`src/rtl/halt_controller.sv`:
```
// Run/drain/halt sequencer between the core and the cycle counter.
// Optional watchdog compare is compiled in with HALT_CONTROLLER_WATCHDOG_EN.
module halt_controller #(
  parameter int unsigned DRAIN_CYCLES = 2
) (
  input  logic        clk,
  input  logic        rst,
  input  logic        start,
  input  logic        stop_req,
  input  logic [15:0] cycle_count,
  input  logic [15:0] limit,
  input  logic        limit_en,
  output logic        run,
  output logic        halt,
  output logic        done,
  output logic        timeout,
  output logic [15:0] final_count
);

  typedef enum logic [1:0] {IDLE, RUN, DRAIN, HALTED} state_t;

  localparam int unsigned CNT_W     = 4;
  localparam logic [CNT_W-1:0] DRAIN_LOAD = CNT_W'(DRAIN_CYCLES - 1);
  localparam bit          NO_DRAIN  = (DRAIN_CYCLES == 0);

  state_t           state;
  logic [CNT_W-1:0] drainCnt;
  logic             limitHit;
  logic             endRun;

`ifdef HALT_CONTROLLER_WATCHDOG_EN
  assign limitHit = limit_en && (cycle_count >= limit);
`else
  // Watchdog inputs are kept on the interface but have no effect in this build.
  logic unusedWatchdog;
  assign unusedWatchdog = ^{limit, limit_en};
  assign limitHit       = 1'b0;
  assign timeout        = 1'b0;
`endif

  assign endRun = stop_req || limitHit;

  always_ff @(posedge clk or negedge rst) begin
    if (!rst) begin
      state       <= IDLE;
      run         <= 1'b0;
      halt        <= 1'b0;
      done        <= 1'b0;
      final_count <= 16'h0000;
      drainCnt    <= '0;
`ifdef HALT_CONTROLLER_WATCHDOG_EN
      timeout     <= 1'b0;
`endif
    end else begin
      done <= 1'b0;
      case (state)
        IDLE: begin
          if (start) begin
            state <= RUN;
            run   <= 1'b1;
          end
        end
        RUN: begin
          if (endRun) begin
            run <= 1'b0;
`ifdef HALT_CONTROLLER_WATCHDOG_EN
            // A core halt request wins over a coincident limit hit.
            if (!stop_req) timeout <= 1'b1;
`endif
            if (NO_DRAIN) begin
              state       <= HALTED;
              halt        <= 1'b1;
              done        <= 1'b1;
              final_count <= cycle_count;
            end else begin
              state    <= DRAIN;
              drainCnt <= DRAIN_LOAD;
            end
          end
        end
        DRAIN: begin
          if (drainCnt == CNT_W'(0)) begin
            state       <= HALTED;
            halt        <= 1'b1;
            done        <= 1'b1;
            final_count <= cycle_count;
          end else begin
            drainCnt <= drainCnt - CNT_W'(1);
          end
        end
        HALTED: begin
          state <= HALTED;
        end
        default: state <= IDLE;
      endcase
    end
  end

endmodule

```
`config.mk`:
```
export PLATFORM = sky130hd
export DESIGN_NAME = halt_controller
export DESIGN_NICKNAME = d
export VERILOG_FILES = /design/src/rtl/halt_controller.sv
export SDC_FILE = /design/constraint.sdc
export NUM_CORES = 1
export LEC_CHECK = 0
export CORE_UTILIZATION = 40
export DETAILED_ROUTE_END_ITERATION = 8
export DONT_BUFFER_PORTS = 1
export PLACE_DENSITY = 0.62
export SLEW_MARGIN = 10
export SYNTH_ARGS = -nofsm -noshare
export SYNTH_HDL_FRONTEND = slang
export SYNTH_SLANG_ARGS = --single-unit
```
`constraint.sdc`:
```
create_clock -name clk -period 2.6 [get_ports clk]
set_input_delay 0.26 -clock clk [delete_from_list [all_inputs] [get_ports clk]]
set_output_delay 0.26 -clock clk [all_outputs]
set_load 0.02 [all_outputs]
```
==> run summary <==
### Run status
• outcome: completed

### Setup path
• Critical Path End Type: flop
• startpoint types: flop
• crit-path max FO: 18
• Worst Path Arrival: 1900 ps
• data required time of the worst path: 2800 ps
• WS Path Type: flop to flop

### Place
• Port Buf Inserts: 0
• post-DP HPWL: 1.28 mm
• Placer Congestion: 0.706

### Clock network
• latest clock arrival within the worst-skew pair: 310 ps
• worst-case clock buffer depth: 2
• total setup buffers inserted after CTS: 0
• clock transition at the registers of the reported paths: 130 ps
• CTS root buffer: sky130_fd_sc_hd__clkbuf_4
• Num Clock Sinks: 25
• number of buffers added by the clock tree synthesis step: 3
• CTS tree: yes
• number of levels the H-tree was split into: 1

### Power and ir drop
• portion of total power attributed to combinational logic: 22.7%
• leakage power: 0.571 nW
• clock power share: 12.4%
• final total power: 0.00134 W
• peak supply drop: 0.000716 V
• cell-internal power: 0.000816 W
• Sequential Power Share: 64.9%
• net load switching power: 0.000520 W
• power per standard cell area: 1140 nW/um^2
• switching share of power: 38.9%

### Floorplan
• starting density of the core: 43.6%
• overall die height: 54.7 um
• IO Count: 57
• x dimension of the die: 54.7 um
• DIE AREA: 2990 sq um
• standard-cell row count: 18
• core footprint: 2540 sq um

### Synth
• synthesized netlist cell count: 84
• count of flip-flops with a built-in enable after synthesis: 0
• most instantiated library cell after synthesis: sky130_fd_sc_hd__dfrtp_1
• leading post-synthesis cells by cell area: sky130_fd_sc_hd__dfrtp_1 56%, sky130_fd_sc_hd__mux2_4 11%, sky130_fd_sc_hd__mux2_2 8.1%
• Unique masters post-synth: 26
• net count of the mapped netlist: 123
• async set or reset register ratio after synthesis: 100%
• biggest area consumer among synthesized cells: sky130_fd_sc_hd__dfrtp_1
• mean instance size in the synthesized netlist: 13.2 sq um
• post-synthesis instance area: 1110 sq um
• commonest cells in the netlist: 25 x sky130_fd_sc_hd__dfrtp_1, 8 x sky130_fd_sc_hd__mux2_2, 8 x sky130_fd_sc_hd__mux2_4
• share of Yosys cell area claimed by the top area cell type: 56.4%
• part of the Yosys area used for sequential elements: 56.4%
• register bit total from synthesis: 25
• YS warnings: 0
• top flip-flop cell by instance count after synthesis: sky130_fd_sc_hd__dfrtp_1

### Cells and area
• Filler cells: 239
• area used by multi-input combinational logic: 430 sq um
• ANT cells: 0
• layout cells sized above 1: 27.9%
• net count reported at finish: 126
• Sequential Area: 626 sq um
• signed area change from the synthesized netlist to the final layout: 5.98%

### Drt
• DRC errors left: 0
• number of nets with antenna violations after detailed routing: 0
• Via Count: 623
• first-pass iteration count of the detailed router: 4
• Iteration-0 DRC Markers: 15
• number of vias per cell after detailed routing: 5.37
• WL/cell: 15.2 um
• total routed wirelength: 1.76 mm

### Worst hold path
• worst min path class: input pin to flop

### Timing
• clock skew after layout: 9.10 ps
• final setup violation count: 0
• number of hold-slack violations in the final timing report: 0
• final worst-path cycle share: 65.2%
• unrepaired setup endpoints after global routing: false
• peak clock frequency supported by timing: 590 MHz
• final worst path period need: 1700 ps
• Post-Route Setup TNS: 0 ps
• number of max-slew violations in the final report: 0

### Flow run
• maxcap violations: 0

### GRT
• combined global-route utilization of all metal layers: 13.6%
• number of global-route vias before repair: 613
• wire length of the first global-routing pass: 2.75 mm
• maximum number of pins on one net before global-route repair: 26
• routing usage on met2: 23.1%
• initial antenna violation count: 0
• GRT busiest layer: met2
• GRT overflow: 0
• met3 Resource Use GR: 6.39%
• global routing usage on met1: 15.0%

## worst max-delay path, cell delays in order, from the launching register on
cell	delay, ps
sky130_fd_sc_hd__dfrtp_1	410
sky130_fd_sc_hd__inv_1	140
sky130_fd_sc_hd__ha_1	180
sky130_fd_sc_hd__nor3b_4	270
sky130_fd_sc_hd__nand2_4	220
sky130_fd_sc_hd__mux2_4	350
## flip-flops by register name, summed over array words and instances (netlist names)
name         count
done             1
drainCnt         4
final_count     16
halt             1
run              1
state            2
## power by group through the flow
stage,Combinational [W],Sequential [W],Clock (W)
after floorplan,0.000270,0.000835,0
after global placement,0.000284,0.000873,0
after detailed placement,0.000298,0.000875,0
after CTS,0.000309,0.000872,0.000179
after global routing,0.000341,0.000891,0.000190
final,0.000304,0.000868,0.000165
## layout by cell type (no fill, tap or decap), drive strengths merged, types with 2 or more instances in the layout
master and instances:
inv 7, nand2b 2, o21ai 5, ha 2, mux2 16, nand2 4
clkbuf 4, a21oi 7, dfrtp 25
## area by class of cell
cell class | instances | share of cell area, %
timing repair buffer | 2 | 2.55
tap | 30 | 3.19
sequential | 25 | 53.2
multi-input combinational | 48 | 36.6
inverter | 7 | 2.23
clock buffer | 4 | 2.23
## through the flow
step	area, sq um	std cells	setup WS [ps]	hold slack (ps)	utilization [%]
floorplan	1110	84	1040	-35.6	-
global placement	1120	110	943	-35.1	44.0
detailed placement	1120	110	912	-35.1	44.0
CTS	1180	116	885	68.2	46.2
global route	1180	116	765	49.6	46.2
finish	1180	116	904	82.3	46.2
## routing by layer
layer,vias to the layer above,wire (um)
li1,288,-
met1,302,688
met2,31,892
met3,2,166
met4,0,10
met5,-,0
## final timing paths
kind | startpoint | to | slack, ps | cells past startpoint
setup / recovery | drainCnt[0] | final_count[11] | 900 | 5
hold / removal | cycle_count[15] | final_count[15] | 80 | 1
setup reg to reg | drainCnt[0] | final_count[11] | 900 | 5
hold reg to reg | drainCnt[2] | drainCnt[2] | 580 | 1
max in group asynchronous | rst | final_count[3] | 2090 | 2
min in group asynchronous | rst | state[0] | 360 | 2
## cells by family after synthesis
family,count (synthesis),synth area share [%]
buffers and inverters,11,4.85
adder cells (fa/ha/maj),2,2.25
AO/OA/AOI/OAI,16,8.57
multiplexers,17,19.8
AND/OR/NAND/NOR,12,7.78
flip-flops,25,56.4
other,1,0.338
## timing repair
item	4_1_cts	5_1_grt
gates resized for setup	0	0
endpoints found under the hold margin	25	0
hold buffers	2	0
Power figures use the tool's default switching activity.
